**src/rtl/i2c_fifo_thr.sv**
```systemverilog
// i2c_fifo_thr: single-clock synchronous FIFO with programmable almost-full and
// almost-empty flags, synchronous flush and sticky overflow/underflow flags.
//
// Parameters:
//   DW    - data width (1..32)
//   DEPTH - number of entries, power of two (2..256)
//   FWFT  - 0: dout registered, loaded on an accepted read
//           1: dout shows the head entry combinationally (first-word-fall-through)
//
// Ports:
//   clk, rstn           - clock (rising edge), asynchronous active-low reset
//   flush               - synchronous clear of contents and sticky flags
//   wr, din             - write strobe and data
//   rd, dout            - read/pop strobe and read data
//   full, empty, usedw  - occupancy status
//   pfull_thr, pfull    - almost-full threshold (0 disables) and flag
//   pempty_thr, pempty  - almost-empty threshold and flag
//   err_clr, ovf, udf   - clear and sticky overflow / underflow flags
module i2c_fifo_thr #(
    parameter int unsigned DW    = 8,
    parameter int unsigned DEPTH = 16,
    parameter int unsigned FWFT  = 0,
    localparam int unsigned AW   = $clog2(DEPTH)
) (
    input  logic          clk,
    input  logic          rstn,
    input  logic          flush,
    input  logic          wr,
    input  logic [DW-1:0] din,
    input  logic          rd,
    output logic [DW-1:0] dout,
    output logic          full,
    output logic          empty,
    output logic [AW:0]   usedw,
    input  logic [AW:0]   pfull_thr,
    input  logic [AW:0]   pempty_thr,
    output logic          pfull,
    output logic          pempty,
    input  logic          err_clr,
    output logic          ovf,
    output logic          udf
);

    localparam logic [AW:0] CntFull = (AW+1)'(DEPTH);
    localparam logic [AW:0] CntOne  = (AW+1)'(1);

    logic [DW-1:0] mem_q [DEPTH];

    logic [AW:0] wr_ptr_q, wr_ptr_d;
    logic [AW:0] rd_ptr_q, rd_ptr_d;
    logic [AW:0] usedw_q, usedw_d;
    logic        ovf_q, ovf_d;
    logic        udf_q, udf_d;

    logic wr_acc, rd_acc;
    logic ovf_set, udf_set;

    // Status decodes from the registered count only, so they cannot glitch.
    assign full   = (usedw_q == CntFull);
    assign empty  = (usedw_q == '0);
    assign usedw  = usedw_q;
    assign pfull  = (pfull_thr != '0) && (usedw_q >= pfull_thr);
    assign pempty = (usedw_q <= pempty_thr);
    assign ovf    = ovf_q;
    assign udf    = udf_q;

    always_comb begin
        // A read frees a slot in the same cycle, so a full FIFO still takes wr+rd.
        rd_acc  = rd & ~empty & ~flush;
        wr_acc  = wr & (~full | rd_acc) & ~flush;
        ovf_set = wr & full & ~rd_acc & ~flush;
        udf_set = rd & empty & ~flush;

        wr_ptr_d = wr_ptr_q;
        rd_ptr_d = rd_ptr_q;
        usedw_d  = usedw_q;
        ovf_d    = ovf_q;
        udf_d    = udf_q;

        if (flush) begin
            wr_ptr_d = '0;
            rd_ptr_d = '0;
            usedw_d  = '0;
            ovf_d    = 1'b0;
            udf_d    = 1'b0;
        end else begin
            if (wr_acc) begin
                wr_ptr_d = wr_ptr_q + CntOne;
            end
            if (rd_acc) begin
                rd_ptr_d = rd_ptr_q + CntOne;
            end
            case ({wr_acc, rd_acc})
                2'b10:   usedw_d = usedw_q + CntOne;
                2'b01:   usedw_d = usedw_q - CntOne;
                default: usedw_d = usedw_q;
            endcase
            // A new error in the same cycle as err_clr wins.
            ovf_d = ovf_set | (ovf_q & ~err_clr);
            udf_d = udf_set | (udf_q & ~err_clr);
        end
    end

    always_ff @(posedge clk or negedge rstn) begin
        if (!rstn) begin
            wr_ptr_q <= '0;
            rd_ptr_q <= '0;
            usedw_q  <= '0;
            ovf_q    <= 1'b0;
            udf_q    <= 1'b0;
        end else begin
            wr_ptr_q <= wr_ptr_d;
            rd_ptr_q <= rd_ptr_d;
            usedw_q  <= usedw_d;
            ovf_q    <= ovf_d;
            udf_q    <= udf_d;
        end
    end

    // Storage has no reset; only the pointers define validity.
    always_ff @(posedge clk) begin
        if (wr_acc) begin
            mem_q[wr_ptr_q[AW-1:0]] <= din;
        end
    end

    if (FWFT != 0) begin : g_fwft
        // Forced to zero while empty so dout reads 0 after reset despite unreset storage.
        assign dout = empty ? '0 : mem_q[rd_ptr_q[AW-1:0]];
    end else begin : g_reg
        logic [DW-1:0] dout_q;

        // Holds across flush; only an accepted read reloads it.
        always_ff @(posedge clk or negedge rstn) begin
            if (!rstn) begin
                dout_q <= '0;
            end else if (rd_acc) begin
                dout_q <= mem_q[rd_ptr_q[AW-1:0]];
            end
        end

        assign dout = dout_q;
    end

endmodule

```
**config.mk**
```make
export PLATFORM = sky130hd
export DESIGN_NAME = i2c_fifo_thr
export DESIGN_NICKNAME = d
export VERILOG_FILES = /design/src/rtl/i2c_fifo_thr.sv
export SDC_FILE = /design/constraint.sdc
export NUM_CORES = 1
export LEC_CHECK = 0
export CAP_MARGIN = 10
export CORE_MARGIN = 3
export CORE_UTILIZATION = 35
export DETAILED_ROUTE_END_ITERATION = 16
export PLACE_DENSITY = 0.53
export SYNTH_ARGS = -nofsm -noshare
export SYNTH_HDL_FRONTEND = slang
export SYNTH_SLANG_ARGS = --single-unit
```
**constraint.sdc**
```tcl
create_clock -name clk -period 5.6 [get_ports clk]
set_input_delay 1.68 -clock clk [delete_from_list [all_inputs] [get_ports clk]]
set_output_delay 1.68 -clock clk [all_outputs]
set_load 0.005 [all_outputs]
```
Word level (Yosys, flattened, before mapping)

Memories as Yosys holds them, arrays and structs flattened. A register that Yosys moved wholly into a read port is not among the register bits.
Index checks and enable logic that the tools add are counted.

Flip-flop bits (word level): 17
RAM bits: 128
Memories kept: 1

Memory list:

| name  | words | width | rd ports | clocked after Yosys merged registers in | wr ports | RTL line | RTL |
|---|---|---|---|---|---|---|---|
| mem_q | 16    | 8     | 1        | 1                                       | 1        | 47       | `logic [DW-1:0] mem_q [DEPTH];` |

$add $sub $neg: 4
$lt $le $gt $ge: 2
Equality and inequality tests: 3
Muxes and demuxes: 10
Bitwise gates (word level): 19
Reductions and logical operators: 7

Operator list:

| kind                | count |
|---|---|
| $mux 5              | 5 |
| $add 5x1->5 const B | 3 |
| $and 1x1->1         | 11 |
| $pmux 5 s2          | 1 |
| $eq 5x5->1 const B  | 1 |
| $ge 5x5->1          | 1 |
| $le 5x5->1          | 1 |
| $logic_not 5->1     | 1 |
| $not 1->1           | 5 |
| $reduce_bool 5->1   | 1 |
| $sub 5x1->5 const B | 1 |
| $mux 1              | 4 |
| $reduce_bool 2->1   | 2 |
| $or 1x1->1          | 3 |
| $reduce_bool 3->1   | 1 |
| $eq 2x1->1 const B  | 1 |
| $eq 2x2->1 const B  | 1 |
| $logic_and 1x1->1   | 1 |
| $logic_not 1->1     | 1 |

Depth between registers and ports, before layout

Gate-level depths: netlist of the first run.

Depth after elaboration: 10
Depth in mapped cells: 10
Gate-level depth less buffers: 9

Worst setup path before layout of the first run

No wires, ideal clock.

Path type: input to output
Start point: input pempty_thr[1]
End point: output pempty
Arrival: 2,700 ps
Slack: 1,220 ps
Stages on the path: 7
Buffers on the path: 0
Cell sequence: inv_1 > ha_1 > nor2b_1 > o21a_1 > o21a_1 > o21a_1 > o22ai_1

Word-level cells in the longest chain between the ends: 1

Ends and longest elaborated chain:

| element         | RTL line | RTL |
|---|---|---|
| start, declared | 36       | `input logic [AW:0] pempty_thr,` |
| $le 5x5->1      | 63       | `assign pempty = (usedw_q <= pempty_thr);` |
| end, declared   | 38       | `output logic pempty,` |

No other way between the ends.

Final worst setup path of the first run

Same ends and word-level chain as after synthesis.

==> flow_summary.json, run 1 <==
{
  "endpoint_kind": "primary output",
  "worst_path_max_delay_cell": "sky130_fd_sc_hd__clkdlybuf4s50_1",
  "cts-hold-fix-buffers": 0,
  "setup_tns_ns": 0,
  "max-cap-violations": 0,
  "post-synth-top-area-cell": "sky130_fd_sc_hd__edfxtp_1",
  "crit_path_start_kind": "primary input",
  "worst_r2r_startpoint": "usedw[1]",
  "wl_per_cell_um": 19.30,
  "grtUsageTotal_pct": 13.58,
  "path_common_cell": "sky130_fd_sc_hd__o21a_1",
  "detail_route.drc_violations": 0,
  "layout_worst_path_cycle_share_pct": 96.80,
  "cts.repair_timing.setup_buffer_count": 0,
  "worst-endpoint-arrival_ns": 3.74,
  "via_count": 3377,
  "cts.path.max_buffers": 2,
  "hold_violations": 0,
  "post_synth_edffs": 128,
  "net_count_after_synthesis": 410,
  "criticalPathCategory": "in -> out",
  "clk_latency_ns": 0.42,
  "finalMaxSlewViolations": 0,
  "floorplan.io_pins": 43,
  "status": "finished clean",
  "layout.nets": 461,
  "cts_root_buffer": "sky130_fd_sc_hd__clkbuf_16",
  "synth-async-reset-ratio_pct": 15.23,
  "p_leak_nw": 2.594,
  "synth.top_cells.by_count": "sky130_fd_sc_hd__edfxtp_1 (128), sky130_fd_sc_hd__mux4_2 (40), sky130_fd_sc_hd__nor2_1 (31)",
  "postRouteWirelength_um": 12780,
  "via_per_inst": 5.101,
  "worst_setup_path_startpoint": "pempty_thr[1]",
  "fp.dieH_um": 142.0,
  "die_x_um": 142.0,
  "worst_hold_path.num_cells": 1,
  "grt_first_pass_wirelength_um": 20450,
  "grt_max_degree": 36,
  "timing.slew.headroom_pct": 44.01,
  "cellPowerDensity_mw_per_mm2": 412.1,
  "ys_dominant_reg_cell": "sky130_fd_sc_hd__edfxtp_1",
  "row_count": 49,
  "yosysUniqueCellTypes": 46,
  "synth.area.top_cells": "sky130_fd_sc_hd__edfxtp_1 (59%), sky130_fd_sc_hd__mux4_2 (14%), sky130_fd_sc_hd__dfrtp_1 (8.9%)",
  "synth_area_mm2": 0.006471,
  "power.total_w": 0.003195,
  "fmaxAchievable_mhz": 184.5,
  "floorplan.initialDensity_pct": 35.78,
  "postSynthCellCount": 369,
  "clkSinkCount": 151,
  "numCtsBuffers": 17,
  "worst_setup_path_endpoint": "pempty",
  "place.port_buffers": 42,
  "post-synth-top-count-cell": "sky130_fd_sc_hd__edfxtp_1",
  "tritoncts": "built",
  "grt_pass1_vias": 3603,
  "cpPeakStageDelay_ns": 0.52,
  "design.die.area_mm2": 0.02016,
  "critical_path.max_fanout": 2,
  "layout-area-overhead-vs-synth_pct": 19.82,
  "worst-r2r-setup-slack_ns": 2.97,
  "clock_skew_ns": 0.007615,
  "rsz0062_at_grt": "false",
  "drive_gt1_share_pct": 21.25,
  "synth-seq-cells": 151,
  "synth-warning-count": 0,
  "seq_area_frac_synth_pct": 68.29,
  "finalCoreUtilization_pct": 42.87,
  "reg2reg_to": "usedw[4]",
  "placed_wire_length_estimate_um": 8691,
  "report.final.setup_viol": 0,
  "coreArea_mm2": 0.01809,
  "antenna-diode-count": 0,
  "hold_path_class": "reg -> reg",
  "htree_levels": 4,
  "antenna_violations_before_repair": 0,
  "worst_ir_drop_vdd_mv": 0.2014,
  "postSynthAreaPerCell_um2": 17.54,
  "detail_route.first_pass.iterations": 4,
  "max_slew.worst_pin.slew_ns": 0.8367,
  "layout_min_cycle_time_ns": 5.421,
  "drt_iter0_drc": 168,
  "place.gp.congestion": 0.8160,
  "worstRegToRegCells": 9,
  "area_share_of_the_largest_cell_type_after_synthesis_pct": 59.40,
  "grt.overflow.total": 0,
  "worstPathRequired_ns": 3.92,
  "cts-resized-gates": 0,
  "ant_nets": 0,
  "cp_cell_sequence": "clkdlybuf4s50_1 -> inv_1 -> ha_1 -> nor2b_1 -> o21a_1 -> o21a_1 -> o21a_1 -> o22ai_1 -> clkdlybuf4s50_1",
  "cts.reportedPaths.clkPinSlew_ns": 0.06
}
[kinds of logic (layout without fill, tap and decap cells)]
group / Yosys count / after routing / share of synthesized area, %
fa+ha+maj: 17 / 17 / 3.287
xor+xnor: 7 / 7 / 0.9474
mux: 52 / 52 / 15.93
simple gates: 83 / 83 / 6.458
flops: 151 / 151 / 68.29
compound gates: 27 / 27 / 2.842
buf+inv: 32 / 96 / 2.243
[worst max-delay path, delay by kind of cell]
| kind | cells | cell delay [ns] |
|---|---|---|
| AO/OA/AOI/OAI | 4 | 0.62 |
| adder cells (fa/ha/maj) | 1 | 0.28 |
| buffers and inverters | 3 | 1.02 |
| AND/OR/NAND/NOR | 1 | 0.14 |
[how the worst min path moves through the flow]
stage | from | endpoint | slack, ns
CTS | dout[3] | dout[3] | 0.51
floorplan | dout[0] | dout[0] | 0.50
detailed placement | dout[3] | dout[3] | 0.50
finish | dout[3] | dout[3] | 0.51
global placement | dout[2] | dout[2] | 0.49
global route | dout[2] | dout[2] | 0.53
[cells in the final DEF (no fill, tap or decap), drive strengths merged, types with 2 or more instances in the layout]
cell type | synthesis | layout
a21oi | 9 | 9
clkinv | 0 | 5
buf | 10 | 8
nor3 | 8 | 8
o21a | 3 | 3
edfxtp | 128 | 128
nor2b | 5 | 5
or4 | 2 | 2
clkinvlp | 0 | 5
mux2i | 4 | 4
nand3 | 3 | 3
mux2 | 8 | 8
nor2 | 31 | 31
or3 | 2 | 2
o21ai | 4 | 4
xor2 | 4 | 4
inv | 14 | 15
and2 | 2 | 2
nor4 | 2 | 2
ha | 17 | 17
clkbuf | 8 | 18
xnor2 | 3 | 3
dfrtp | 23 | 23
bufinv | 0 | 3
o22ai | 2 | 2
or2 | 2 | 2
or3b | 2 | 2
mux4 | 40 | 40
nand2 | 15 | 15
nand2b | 7 | 7
clkdlybuf4s50 | 0 | 42
[layout make-up]
cell class              count  area [um^2]
multi-input cells         186         1907
flip-flops and latches    151         4420
inverters                  14        52.55
repair buffers             50        500.5
well taps                 229        286.5
fillers                  1588        10330
clock inverters            14        157.7
clock buffers              18        429.2
[stage by stage]
stage	cell area, um^2	cells	worst slack (ns)	hold WS [ns]
finish	7754	662	0.1790	0.5053
global route	7754	662	0.1130	0.5314
CTS	7726	661	0.1803	0.5087
detailed placement	7139	629	0.1821	0.4953
global placement	7139	629	0.2434	0.4921
floorplan	6471	369	1.220	0.5041
[per-layer routing]
metal,vias to the layer above,wire length (um),global-route usage (%)
met3,16,532,3.595
li1,1548,-,-
met2,77,6234,22.17
met4,0,197,4.646
met1,1736,5815,17.77
met5,-,0,0
[power breakdown]
part / internal [W] / leakage, nW / switching [W]
Sequential: 0.00128 / 1.45 / 0.0000527
Combinational: 0.000405 / 0.872 / 0.000336
Clock: 0.000694 / 0.271 / 0.000429
Total: 0.00238 / 2.59 / 0.000818
[sequential cells by signal, indices dropped and copies added (netlist names)]
signal / count
mem_q: 128
dout: 8
usedw: 5
rd_ptr_q: 4
wr_ptr_q: 4
ovf: 1
udf: 1
Power figures use the tool's default switching activity.
==> run 2: changes to the inputs <==
--- a/config.mk
+++ b/config.mk
@@ -6,9 +6,10 @@
 export NUM_CORES = 1
 export LEC_CHECK = 0
 export CAP_MARGIN = 10
-export CORE_MARGIN = 3
+export CORE_MARGIN = 2
 export CORE_UTILIZATION = 35
 export DETAILED_ROUTE_END_ITERATION = 16
+export MAX_ROUTING_LAYER = met4
 export PLACE_DENSITY = 0.53
 export SYNTH_ARGS = -nofsm -noshare
 export SYNTH_HDL_FRONTEND = slang
==> run 2 against run 1 <==
Effect of this change:
- clock skew is 0.0023 ns higher
- cell count is 0.15% lower
- sequential cell count stayed put
- sequential share of layout area is 0.61 points higher
- non-clock buffer count is 1 lower
- core utilization is 0.31 points lower
- maximum frequency is 0.36% higher
- power is 3.6% lower
- die area is 2.8% lower
- clock power is 9% lower
- via count is 2.0% lower
- critical path type unchanged
- largest cell class unchanged
- largest power group unchanged
==> flow_summary.json, run 2 (same netlist as run 1, synthesis figures left out) <==
{
  "postRouteWirelength_um": 12640,
  "floorplan.initialDensity_pct": 35.90,
  "hold_violations": 0,
  "clkSinkCount": 151,
  "coreArea_mm2": 0.01802,
  "status": "finished clean",
  "place.gp.congestion": 0.7677,
  "design.die.area_mm2": 0.01959,
  "layout-area-overhead-vs-synth_pct": 18.54,
  "grt_max_degree": 36,
  "detail_route.first_pass.iterations": 4,
  "cts.path.max_buffers": 2,
  "criticalPathCategory": "in -> out",
  "cts.reportedPaths.clkPinSlew_ns": 0.06,
  "flip_flop_count_of_the_largest_register_after_layout": 128,
  "ff_latch_area_mm2": 0.004420,
  "fmaxAchievable_mhz": 185.1,
  "layout_min_cycle_time_ns": 5.402,
  "drive_gt1_share_pct": 21.30,
  "cellPowerDensity_mw_per_mm2": 401.7,
  "grtUsageTotal_pct": 14.33,
  "layout.cell_area.non_filler_mm2": 0.007671,
  "antenna-diode-count": 0,
  "fillers": 1605,
  "finalMaxSlewViolations": 0,
  "layout_setup_ws_ns": 0.1983,
  "layout.cells.most_common_list": "sky130_fd_sc_hd__edfxtp_1 (128), sky130_fd_sc_hd__clkdlybuf4s50_1 (42), sky130_fd_sc_hd__mux4_2 (40)",
  "clk_latency_ns": 0.42,
  "finalHoldWorstSlack_ns": 0.5103,
  "setup_tns_ns": 0,
  "ant_nets": 0,
  "grt_pass1_vias": 3595,
  "hold_path_class": "reg -> reg",
  "placement.cell_area_mm2": 0.007139,
  "numCtsBuffers": 17,
  "grt.overflow.total": 0,
  "mostFrequentLayoutCell": "sky130_fd_sc_hd__edfxtp_1",
  "layout_worst_path_cycle_share_pct": 96.46,
  "row_count": 49,
  "max_slew.worst_pin.slew_ns": 1.029,
  "cts.repair_timing.setup_buffer_count": 0,
  "cts-hold-fix-buffers": 0,
  "max-cap-violations": 0,
  "report.final.setup_viol": 0,
  "via_count": 3309,
  "worst_setup_path_endpoint": "pempty",
  "endpoint_kind": "primary output",
  "detail_route.drc_violations": 0,
  "tritoncts": "built",
  "critical_path.max_fanout": 2,
  "worst_ir_drop_vdd_mv": 0.2418,
  "cts_root_buffer": "sky130_fd_sc_hd__clkbuf_16",
  "fp.dieH_um": 140.0,
  "worst_r2r_startpoint": "usedw[2]",
  "reg2reg_to": "mem_q[0][1]",
  "p_leak_nw": 2.561,
  "clock_skew_ns": 0.009904,
  "timing.slew.headroom_pct": 31.17,
  "worst-endpoint-arrival_ns": 3.72,
  "crit_path_start_kind": "primary input",
  "grt_first_pass_wirelength_um": 20380,
  "via_per_inst": 5.006,
  "floorplan.io_pins": 43,
  "antenna_violations_before_repair": 0,
  "worst-r2r-setup-slack_ns": 2.82,
  "worst_setup_path_startpoint": "pempty_thr[1]",
  "post-place-ws_ns": 0.1916,
  "cts-resized-gates": 0,
  "placed_wire_length_estimate_um": 8678,
  "htree_levels": 4,
  "worstRegToRegCells": 6,
  "drt_iter0_drc": 185,
  "die_x_um": 140.0,
  "place.port_buffers": 42,
  "layout.nets": 460,
  "worstPathRequired_ns": 3.92,
  "multi_input_area_mm2": 0.001907,
  "rsz0062_at_grt": "false",
  "wl_per_cell_um": 19.12,
  "power.total_w": 0.003081
}
[run 2: cell count changes in the layout (fill, tap and decap cells not counted), sizes merged]
cell      delta
buf          -1
bufinv       -3
clkbuf       -1
clkinv       +3
clkinvlp     -1
inv          +2
[run 2: critical path, stage by stage]
cell	delay, ns
sky130_fd_sc_hd__clkdlybuf4s50_1	0.46
sky130_fd_sc_hd__inv_1	0.04
sky130_fd_sc_hd__ha_1	0.28
sky130_fd_sc_hd__nor2b_1	0.14
sky130_fd_sc_hd__o21a_1	0.16
sky130_fd_sc_hd__o21a_1	0.16
sky130_fd_sc_hd__o21a_1	0.16
sky130_fd_sc_hd__o22ai_1	0.12
sky130_fd_sc_hd__clkdlybuf4s50_1	0.52
[run 2: area by class of cell]
cell class	instances	area share, %
Sequential cell	151	57.63
Multi-Input combinational cell	186	24.86
Timing Repair Buffer	49	6.165
Clock buffer	17	5.546
Tap cell	229	3.735
Clock inverter	15	1.386
Inverter	14	0.6850
[run 2: worst min path at each step]
| stage | startpoint | end | slack [ns] | cells past startpoint |
|---|---|---|---|---|
| finish | dout[2] | dout[2] | 0.51 | 1 |
| global route | dout[1] | dout[1] | 0.53 | 1 |
| CTS | dout[2] | dout[2] | 0.52 | 1 |
| detailed placement | dout[2] | dout[2] | 0.50 | 1 |
| global placement | dout[1] | dout[1] | 0.50 | 1 |
| floorplan | dout[0] | dout[0] | 0.50 | 1 |
[run 2: routing by layer]
metal	track usage [%]	up-vias	share of wire, %
met4	3.789	0	0.84
met2	22.93	60	49
met3	3.829	9	3.0
met5	-	-	0
met1	18.29	1701	47
li1	-	1539	-
[run 2: power by group]
| group | internal (W) | switching, W | total [W] |
|---|---|---|---|
| registers | 0.00128 | 0.0000744 | 0.00135 |
| clock network | 0.000566 | 0.000450 | 0.00102 |
| logic | 0.000403 | 0.000309 | 0.000712 |
| total | 0.00225 | 0.000834 | 0.00308 |
[run 2: per-stage QoR]
stage / utilization (%) / std cells
after floorplan: - / 369
after global placement: 39.61 / 629
after detailed placement: 39.61 / 629
after CTS: 42.56 / 661
after global routing: 42.56 / 661
final: 42.56 / 661
==> run 3: changes to the inputs <==
--- a/config.mk
+++ b/config.mk
@@ -5,12 +5,13 @@
 export SDC_FILE = /design/constraint.sdc
 export NUM_CORES = 1
 export LEC_CHECK = 0
-export CAP_MARGIN = 10
+export CAP_MARGIN = 20
 export CORE_MARGIN = 2
 export CORE_UTILIZATION = 35
 export DETAILED_ROUTE_END_ITERATION = 16
 export MAX_ROUTING_LAYER = met4
 export PLACE_DENSITY = 0.53
+export SLEW_MARGIN = 40
 export SYNTH_ARGS = -nofsm -noshare
 export SYNTH_HDL_FRONTEND = slang
 export SYNTH_SLANG_ARGS = --single-unit
==> run 3 against run 2 <==
Effect of this change:
- non-clock buffer count did not move
- maximum frequency about the same
- first-iteration DRC count is 9.2% higher
- cell count unchanged
- clock-buffer cell count did not move
- global-route usage increased by 0.17 points
- worst setup slack got worse by 0.00095 ns
- worst hold slack improved by 0.0025 ns
- critical path type unchanged
- largest power group unchanged
==> flow_summary.json, run 3 (same netlist as run 1, synthesis figures left out) <==
{
  "status": "finished clean",
  "tritoncts": "built",
  "reg2reg_to": "mem_q[0][6]",
  "floorplan.io_pins": 43,
  "internal_power_component_w": 0.002337,
  "max-cap-violations": 0,
  "clock_skew_ns": 0.01372,
  "worstPathRequired_ns": 3.92,
  "hold_crit_endpoint": "dout[7]",
  "hold_violations": 0,
  "report.final.setup_viol": 0,
  "cts-hold-fix-buffers": 0,
  "layout_worst_path_cycle_share_pct": 96.48,
  "layout_min_cycle_time_ns": 5.403,
  "criticalPathCategory": "in -> out",
  "worst-r2r-setup-slack_ns": 2.79,
  "detail_route.drc_violations": 0,
  "floorplan.initialDensity_pct": 35.90,
  "crit_path_start_kind": "primary input",
  "via_per_inst": 5.042,
  "layout.cells.most_common_list": "sky130_fd_sc_hd__edfxtp_1 (128), sky130_fd_sc_hd__clkdlybuf4s50_1 (41), sky130_fd_sc_hd__mux4_2 (40)",
  "wl_per_cell_um": 19.16,
  "antenna_violations_before_repair": 0,
  "mostFrequentLayoutCell": "sky130_fd_sc_hd__edfxtp_1",
  "layout-area-overhead-vs-synth_pct": 19.59,
  "p_comb_share_pct": 22.3,
  "cts-resized-gates": 0,
  "fmaxAchievable_mhz": 185.1,
  "critical_path.max_fanout": 2,
  "grt.overflow.total": 0,
  "numCtsBuffers": 17,
  "via_count": 3333,
  "swShare_pct": 26.20,
  "placed_wire_length_estimate_um": 8639,
  "worst_r2r_startpoint": "usedw[2]",
  "holdCritStartpoint": "dout[7]",
  "flip_flop_count_of_the_largest_register_after_layout": 128,
  "worstRegToRegCells": 6,
  "cts_root_buffer": "sky130_fd_sc_hd__clkbuf_16",
  "fp.dieH_um": 140.0,
  "place.port_buffers": 42,
  "worst_ir_drop_vdd_mv": 0.2466,
  "die_x_um": 140.0,
  "ant_nets": 0,
  "worst_hold_path.num_cells": 1,
  "place.gp.congestion": 0.7677,
  "drt_iter0_drc": 202,
  "cts.reportedPaths.clkPinSlew_ns": 0.06,
  "power.share.clock_pct": 34.9,
  "fillers": 1589,
  "antenna-diode-count": 0,
  "grt_max_degree": 36,
  "row_count": 49,
  "cellPowerDensity_mw_per_mm2": 409.3,
  "setup_tns_ns": 0,
  "layout_setup_ws_ns": 0.1973,
  "grtUsageTotal_pct": 14.50,
  "cts.path.max_buffers": 2,
  "clk_latency_ns": 0.42,
  "final_cells": 661,
  "coreArea_mm2": 0.01802,
  "power.net_switching_w": 0.0008300,
  "grt_first_pass_wirelength_um": 20580,
  "p_leak_nw": 2.584,
  "cts.repair_timing.setup_buffer_count": 0,
  "worst-endpoint-arrival_ns": 3.72,
  "clkSinkCount": 151,
  "hold_path_class": "reg -> reg",
  "max_slew.worst_pin.slew_ns": 0.7813,
  "post-place-ws_ns": 0.1920,
  "detail_route.first_pass.iterations": 4,
  "rsz0062_at_grt": "false",
  "design.die.area_mm2": 0.01959,
  "postRouteWirelength_um": 12670,
  "finalMaxSlewViolations": 0,
  "layout.nets": 460,
  "timing.slew.headroom_pct": 47.51,
  "drive_gt1_share_pct": 23.84,
  "endpoint_kind": "primary output",
  "htree_levels": 4,
  "placed_cells": 629,
  "share_seq_of_total_power_pct": 42.7,
  "grt_pass1_vias": 3638
}
## run 3: cell count changes in the layout (fill, tap and decap cells not counted), sizes merged
| cell | change |
|---|---|
| buf | +1 |
| clkinvlp | -1 |
| bufinv | +2 |
| clkdlybuf4s50 | -1 |
| clkinv | -1 |
## run 3: worst max path at each step
stage / startpoint / end / cells past startpoint
2_1_floorplan: pempty_thr[1] / pempty / 7
3_3_place_gp: pempty_thr[1] / pempty / 9
3_5_place_dp: pempty_thr[1] / pempty / 9
4_1_cts: pempty_thr[1] / pempty / 9
5_1_grt: pempty_thr[1] / pempty / 9
6_report: pempty_thr[1] / pempty / 9
## run 3: worst max-delay path, stage by stage
cell and delay (ns):
sky130_fd_sc_hd__clkdlybuf4s50_1 0.46, sky130_fd_sc_hd__inv_1 0.04, sky130_fd_sc_hd__ha_1 0.28, sky130_fd_sc_hd__nor2b_1 0.14, sky130_fd_sc_hd__o21a_1 0.16, sky130_fd_sc_hd__o21a_1 0.16, sky130_fd_sc_hd__o21a_1 0.16, sky130_fd_sc_hd__o22ai_1 0.12
sky130_fd_sc_hd__clkdlybuf4s50_1 0.52
## run 3: metal layers
layer | GRT usage [%] | wire, um
met1 | 18.11 | 5831
met2 | 23.57 | 6326
met3 | 3.487 | 386
met4 | 4.579 | 121
met5 | - | 0
## run 3: cell type report
class,count,area [um^2],area share (%)
inverters,14,52.55,0.6791
multi-input cells,186,1932,24.96
well taps,229,286.5,3.703
clock inverters,15,153.9,1.989
repair buffers,49,467.9,6.047
clock buffers,17,425.4,5.497
flip-flops and latches,151,4420,57.12
## run 3: power by group through the flow
stage,Clock [W],Sequential (W),Combinational (W)
3_3_place_gp,0,0.00138,0.000711
5_1_grt,0.00118,0.00137,0.000780
6_report,0.00111,0.00135,0.000707
2_1_floorplan,0,0.00135,0.000498
4_1_cts,0.00114,0.00136,0.000723
3_5_place_dp,0,0.00138,0.000721
## run 3: per-stage QoR
stage | total power, W | area (um^2) | util (%) | hold WS (ns)
after global placement | 0.002088 | 7139 | 39.61 | 0.5023
after CTS | 0.003222 | 7726 | 42.86 | 0.5188
final | 0.003167 | 7739 | 42.93 | 0.5127
after global routing | 0.003329 | 7739 | 42.93 | 0.5343
after detailed placement | 0.002103 | 7147 | 39.65 | 0.5009
after floorplan | 0.001844 | 6471 | - | 0.5041
